### src/rtl/instr_queue.sv
// Instruction assembler and queue: gathers short/long instructions from a byte
// stream and presents them FIFO-ordered to a consumer.
module instr_queue #(
  parameter int DATA_W    = 8,
  parameter int OP_W      = 3,
  parameter int EXT_BYTES = 1,
  parameter int DEPTH     = 4
) (
  input  logic                          clk,
  input  logic                          rst,
  input  logic                          flush,
  input  logic                          in_valid,
  output logic                          in_ready,
  input  logic [DATA_W-1:0]             data,
  output logic                          out_valid,
  input  logic                          out_ready,
  output logic [OP_W-1:0]               ins,
  output logic [DATA_W-OP_W-1:0]        ad1,
  output logic [EXT_BYTES*DATA_W-1:0]   ad2,
  output logic                          long_op,
  output logic [$clog2(DEPTH+1)-1:0]    count
);

  localparam int AD1_W = DATA_W - OP_W;
  localparam int AD2_W = EXT_BYTES * DATA_W;
  localparam int ENT_W = 1 + OP_W + AD1_W + AD2_W;
  localparam int CNT_W = $clog2(DEPTH + 1);
  localparam int PTR_W = $clog2(DEPTH);
  localparam int EC_W  = (EXT_BYTES > 1) ? $clog2(EXT_BYTES) : 1;

  typedef enum logic {ST_HEAD = 1'b0, ST_EXT = 1'b1} state_t;

  state_t             state_q, state_d;
  logic [OP_W-1:0]    op_q, op_d;
  logic [AD1_W-1:0]   opnd_q, opnd_d;
  logic [AD2_W-1:0]   ext_q, ext_d;
  logic [EC_W-1:0]    ecnt_q, ecnt_d;
  logic [CNT_W-1:0]   count_q, count_d;
  logic [PTR_W-1:0]   wptr_q, wptr_d, rptr_q, rptr_d;
  logic [ENT_W-1:0]   mem_q [DEPTH];

  logic               accept_s, pop_s, push_s;
  logic [ENT_W-1:0]   push_ent_s;

  assign in_ready  = rst & ~flush & (count_q < CNT_W'(DEPTH));
  assign out_valid = (count_q != {CNT_W{1'b0}});
  assign count     = count_q;
  assign accept_s  = in_valid & in_ready;
  assign pop_s     = out_valid & out_ready & ~flush;

  // Decoder FSM: assemble instruction fields and decide when an entry is complete
  always_comb begin
    state_d    = state_q;
    op_d       = op_q;
    opnd_d     = opnd_q;
    ext_d      = ext_q;
    ecnt_d     = ecnt_q;
    push_s     = 1'b0;
    push_ent_s = {ENT_W{1'b0}};
    if (flush) begin
      state_d = ST_HEAD;
      op_d    = {OP_W{1'b0}};
      opnd_d  = {AD1_W{1'b0}};
      ext_d   = {AD2_W{1'b0}};
      ecnt_d  = {EC_W{1'b0}};
    end else if (accept_s) begin
      case (state_q)
        ST_HEAD: begin
          if (data[DATA_W-1]) begin
            op_d    = data[DATA_W-1 -: OP_W];
            opnd_d  = data[AD1_W-1:0];
            ext_d   = {AD2_W{1'b0}};
            ecnt_d  = {EC_W{1'b0}};
            state_d = ST_EXT;
          end else begin
            push_s     = 1'b1;
            push_ent_s = {1'b0, data[DATA_W-1 -: OP_W], data[AD1_W-1:0], {AD2_W{1'b0}}};
          end
        end
        ST_EXT: begin
          // Extension bytes are placed most-significant first
          for (int k = 0; k < EXT_BYTES; k++) begin
            if (ecnt_q == EC_W'(k)) begin
              ext_d[AD2_W-1-k*DATA_W -: DATA_W] = data;
            end else begin
              ext_d[AD2_W-1-k*DATA_W -: DATA_W] = ext_d[AD2_W-1-k*DATA_W -: DATA_W];
            end
          end
          if (ecnt_q == EC_W'(EXT_BYTES - 1)) begin
            push_s     = 1'b1;
            push_ent_s = {1'b1, op_q, opnd_q, ext_d};
            state_d    = ST_HEAD;
          end else begin
            ecnt_d = ecnt_q + EC_W'(1);
          end
        end
        default: state_d = ST_HEAD;
      endcase
    end else begin
      state_d = state_q;
    end
  end

  // Queue bookkeeping: occupancy and wrapping pointers
  always_comb begin
    count_d = count_q;
    wptr_d  = wptr_q;
    rptr_d  = rptr_q;
    if (flush) begin
      count_d = {CNT_W{1'b0}};
      wptr_d  = {PTR_W{1'b0}};
      rptr_d  = {PTR_W{1'b0}};
    end else begin
      count_d = count_q + CNT_W'(push_s) - CNT_W'(pop_s);
      if (push_s) wptr_d = wptr_q + PTR_W'(1); else wptr_d = wptr_q;
      if (pop_s)  rptr_d = rptr_q + PTR_W'(1); else rptr_d = rptr_q;
    end
  end

  // Head entry is blanked whenever the queue is empty
  always_comb begin
    if (out_valid) begin
      {long_op, ins, ad1, ad2} = mem_q[rptr_q];
    end else begin
      {long_op, ins, ad1, ad2} = {ENT_W{1'b0}};
    end
  end

  // Control and partial-instruction registers
  always_ff @(posedge clk or negedge rst) begin
    if (!rst) begin
      state_q <= ST_HEAD;
      op_q    <= {OP_W{1'b0}};
      opnd_q  <= {AD1_W{1'b0}};
      ext_q   <= {AD2_W{1'b0}};
      ecnt_q  <= {EC_W{1'b0}};
      count_q <= {CNT_W{1'b0}};
      wptr_q  <= {PTR_W{1'b0}};
      rptr_q  <= {PTR_W{1'b0}};
    end else begin
      state_q <= state_d;
      op_q    <= op_d;
      opnd_q  <= opnd_d;
      ext_q   <= ext_d;
      ecnt_q  <= ecnt_d;
      count_q <= count_d;
      wptr_q  <= wptr_d;
      rptr_q  <= rptr_d;
    end
  end

  // Entry storage; contents are only observed while occupied
  always_ff @(posedge clk) begin
    if (push_s) begin
      mem_q[wptr_q] <= push_ent_s;
    end
  end

endmodule

### config.mk
export PLATFORM = sky130hd
export DESIGN_NAME = instr_queue
export DESIGN_NICKNAME = d
export VERILOG_FILES = /design/src/rtl/instr_queue.sv
export SDC_FILE = /design/constraint.sdc
export NUM_CORES = 1
export LEC_CHECK = 0
export ABC_AREA = 1
export CAP_MARGIN = 20
export CORE_MARGIN = 4
export CORE_UTILIZATION = 45
export CTS_BUF_LIST = sky130_fd_sc_hd__clkbuf_2
export DETAILED_ROUTE_END_ITERATION = 7
export GPL_ROUTABILITY_DRIVEN = 1
export HOLD_SLACK_MARGIN = 0.15
export PLACE_DENSITY_LB_ADDON = 0.3
export SYNTH_ARGS = -nofsm -noshare
export SYNTH_HDL_FRONTEND = slang
export SYNTH_SLANG_ARGS = --single-unit
### constraint.sdc
create_clock -name clk -period 4.3 [get_ports clk]
set_input_delay 0.86 -clock clk [delete_from_list [all_inputs] [get_ports clk]]
set_output_delay 0.86 -clock clk [all_outputs]
set_load 0.02 [all_outputs]
Word level (Yosys, flattened, before mapping)
Memories as Yosys holds them, arrays and structs flattened.
Index checks and enable logic that the tools add are counted.
{"block": "op_classes", "n_addsub": 5, "order_cmp": 1, "eq_ne": 2, "mux": 44, "bitwise_logic": 7, "n_reduce_logical": 7}
{"op": "$mux W17", "n": 3}
{"op": "$mux W8", "n": 5}
{"op": "$pmux W17 S2", "n": 1}
{"op": "$mux W5", "n": 5}
{"op": "$mux W3", "n": 6}
{"op": "$pmux W8 S2", "n": 1}
{"op": "$mux W1", "n": 15}
{"op": "$mux W15", "n": 1}
{"op": "$mux W2", "n": 4}
{"op": "$reduce_bool A2 Y1", "n": 4}
{"op": "$pmux W1 S2", "n": 3}
{"op": "$and A1 B1 Y1", "n": 5}
{"op": "$add A2 B1 Y2 const B", "n": 2}
{"op": "$add A3 B1 Y3", "n": 1}
{"op": "$lt A3 B3 Y1 const B", "n": 1}
{"op": "$ne A3 B3 Y1 const B", "n": 1}
{"op": "$reduce_and A3 Y1", "n": 1}
{"op": "$reduce_bool A3 Y1", "n": 1}
{"op": "$sub A3 B1 Y3", "n": 1}
{"op": "$ne A2 B2 Y1 const B", "n": 1}
{"op": "$not A1 Y1", "n": 2}
{"op": "$reduce_and A2 Y1", "n": 1}
{"op": "$add A1 B1 Y1 const B", "n": 1}
{"block": "totals", "reg_bits": 25, "mem_bits_rw": 68, "out_inout_bits": 22, "word_cells": 75, "mem_count": 1}
{"memory": "mem_q", "depth": 4, "word_bits": 17, "rd": 1, "rd_clocked_by_memory_dff": 0, "wr": 1, "line": "40", "source": "logic [ENT_W-1:0] mem_q [DEPTH];"}

Depth between registers and ports, before layout
{"block": "depth", "ltp_word": 9, "depth_mapped": 12}

Worst setup path before layout
OpenSTA, ideal clock, no wires.
{"block": "synth_timing", "path_type": "input-to-reg", "start": "in flush", "end": "mem mem_q[0][0] (netlist bit) (enable)", "setup_ps": 391, "arrival_ps": 1953, "slack_ps": 1956, "path_stages": 3, "n_path_buf": 0, "cell_sequence": "nor2_4 -> nand4_2 -> nor2_1"}
{"block": "synth_between", "elab_chain_len": 8}
{"element": "from (decl)", "line": "11", "source": "input logic flush,"}
{"element": "$not A1 Y1", "line": "45", "source": "assign in_ready = rst & ~flush & (count_q < CNT_W'(DEPTH));"}
{"element": "$and A1 B1 Y1 (2 in series)", "line": "45"}
{"element": "$and A1 B1 Y1", "line": "48", "source": "assign accept_s = in_valid & in_ready;"}
{"element": "$mux W1", "line": "66", "source": "end else if (accept_s) begin"}
{"element": "$mux W1 (*)", "line": "60", "source": "if (flush) begin"}
{"element": "$mux W1 (*)", "line": "154", "source": "if (push_s) begin"}
{"element": "$mux W1 (not written as such) (*)", "line": "155", "source": "mem_q[wptr_q] <= push_ent_s;"}
{"element": "to (decl)", "line": "40"}
Mark *: on every way between the ends. The rest lies on a longest branch, timed or not.

Worst setup path after layout
{"block": "layout_timing", "start": "reg rptr_q[0]", "end": "out ad1[0]"}
{"block": "layout_between", "elab_chain_len": 2}
{"element": "from (decl)", "line": "39", "source": "logic [PTR_W-1:0] wptr_q, wptr_d, rptr_q, rptr_d;"}
{"element": "from (signal assigned)", "line": "139", "source": "rptr_q <= {PTR_W{1'b0}};"}
{"element": "from (signal assigned)", "line": "148", "source": "rptr_q <= rptr_d;"}
{"element": "$mem_v2 Z4 W17"}
{"element": "$mux W5", "line": "122", "source": "if (out_valid) begin"}
{"element": "to (decl)", "line": "18", "source": "output logic [DATA_W-OP_W-1:0] ad1,"}
Every way passes these cells.

==> metrics.cfg <==
[status]
status = finished, final reports clean

[drt]
wl_per_cell_um = 15.8
drtPass1Iterations = 4
wl_mm = 7.94
via_count = 2564
ant_nets = 0
via_per_inst = 5.12
drt_iter0_markers = 152
drc_errors = 0

[die]
fp.dieW_um = 99.4
dieArea_sq_um = 9880
coreArea_sq_um = 8180
start_util_pct = 46.0
fp-row-count = 33
io_pins = 35
chipHeight_um = 99.4

[global_route]
grt_pass1_wl_mm = 13.0
use_met1_pct = 23.1
track_usage_pct = 17.1
grt-busiest-layer = met2
antenna_found_initial = 0
grt_pass1_vias = 2553
grt_overflow_total = 0
use_met2_pct = 27.6
grt_max_degree = 36
gr-usage-met3_pct = 2.81

[sta]
fin_skew_ps = 16.0
hold_viol_final = 0
drv_slew = 0
min_period_ps = 3650
postLayoutSetupSlackWorst_ps = 655
final-setup-viol-count = 0
setup_tns_ps = 0
whs_ps = 505
timing.final.crit_share_pct = 84.8
max_slew_margin_pct = 60.2
rsz0062_at_grt = no
max_slew.worst_pin.slew_ps = 596
fmax_mhz = 274

[clocking]
cts_tree = done
ctsHoldBuffers = 0
post_cts_buffers = 0
root_buffer = clkbuf_2
cts_max_path_buffers = 2
clock_sinks = 84
clk_latency_ps = 500
htreeDepth = 3
cts_resized = 0
cts_made_buffers = 9
path_clk_slew_ps = 200

[yosys]
synth_flop_cell = edfxtp_1
synth_top_area_share_pct = 54.3
syn_nets = 373
ys_seq_area_share_pct = 64.9
netlist_top_cells_count = nor2_1, edfxtp_1, nand2_1, o21ai_0, a21oi_1
syn_avg_cell_area_sq_um = 10.7
synth_area_leaders = edfxtp_1, dfrtp_1, nor2_1, o21ai_0, nand2_1
synth.ff_latch_count = 84
yosysTopAreaCell = edfxtp_1
synthCells = 353
synth_cell_types = 28
syn-cell-area_sq_um = 3760
async_flop_share_pct = 19.0
yosysWarnings = 0
synthMostInstantiatedCell = nor2_1
synth_edf_count = 68

[finish]
fin_area_sq_um = 4300
fin_cells = 501
fin_util_pct = 52.6
finalNetCount = 411
area_growth_pct = 14.4
drive_above_1_share_pct = 10.4
n_antenna_cell = 0

[worst_setup_path]
cp-start-kind = flop
end_kind = output pin
path_max_fanout = 22
path_class = flop to output pin
worstPathRequired_ps = 3440
rrSetupSlack_ps = 1830
r2r_end = count[2]
crit_arrival_ps = 2790
r2r_start = state_q
reg2regPathDepth = 11

[run]
cap_violations = 0

[place]
io_buffers = 34
placedCellCount = 485
dpl_cell_area_sq_um = 4170
place.gp.congestion = 0.869
dpl.hpwl_mm = 5.04
place_ws_ps = 856

[pwr]
leakage_nw = 1.68
power.density_nw_per_um2 = 482
ir_drop_v = 0.000256
total_power_mw = 2.07

[min_path]
min_from = opnd_q[0]
whs_path_depth = 2
whs_endpoint = opnd_q[0]
holdCritPathClass = flop to flop

area by class of cell:
type	instances	area [sq um]
Tap cell	105	131
Sequential cell	84	2440
Fill cell	737	3870
Timing Repair Buffer	41	393
Clock inverter	6	78.8
Multi-Input combinational cell	228	1100
Inverter	27	103
Clock buffer	10	50.0
critical path: stages, from the launching register on:
cell and delay (ps):
dfrtp_1 710, buf_4 380, nor2_1 90, nor2_1 80, o21ai_0 80, a21oi_1 290
clkdlybuf4s50_1 670
layout by cell type (no fill, tap or decap), types with 2 or more instances in the layout:
cell	synthesis	routed
nand2_4	2	2
inv_1	20	20
edfxtp_1	68	68
dfrtp_1	16	16
ha_1	6	6
nor2_1	93	93
nand4_1	2	2
nor2_4	2	2
inv_2	6	6
buf_4	0	7
o21ai_0	33	33
o21ai_1	2	2
nand2_2	3	3
clkbuf_2	2	10
clkdlybuf4s50_1	0	34
clkinv_1	0	3
nand2_1	41	41
o21ai_2	2	2
a21oi_1	25	25
nand3_1	10	10
bufinv_16	0	2
power breakdown:
part | leakage [nW] | internal [mW] | switching (mW)
sequential | 0.880 | 0.901 | 0.0394
clock | 0.0747 | 0.189 | 0.255
combinational | 0.724 | 0.266 | 0.421
total | 1.68 | 1.36 | 0.716
kinds of logic after synthesis:
group / Yosys count / synth area share, %
compound gates: 62 / 8.45
xor+xnor: 1 / 0.233
fa+ha+maj: 7 / 2.53
buf+inv: 41 / 5.72
flops: 84 / 64.9
simple gates: 158 / 18.1
flip-flops by register name, summed over array words and instances, names as in the netlist:
signal	flops
count	3
mem_q	68
op_q	3
opnd_q	5
rptr_q	2
state_q	1
wptr_q	2
routing by layer:
metal | part of all wire [%] | wire length [um]
met2 | 49 | 3890
met1 | 45 | 3570
met5 | 0 | 0
met3 | 4.7 | 377
met4 | 1.2 | 97
worst max path at each step:
stage / start / to / slack (ps) / depth (start not counted)
3_5_place_dp: flush / in_ready / 860 / 5
3_3_place_gp: flush / in_ready / 890 / 5
4_1_cts: rptr_q[0] / ad1[0] / 620 / 6
2_1_floorplan: flush / mem_q[0][0] / 1960 / 3
5_1_grt: rptr_q[0] / ad1[0] / 370 / 6
6_report: rptr_q[0] / ad1[0] / 650 / 6
Note: power is estimated with default switching activity, not from simulation.
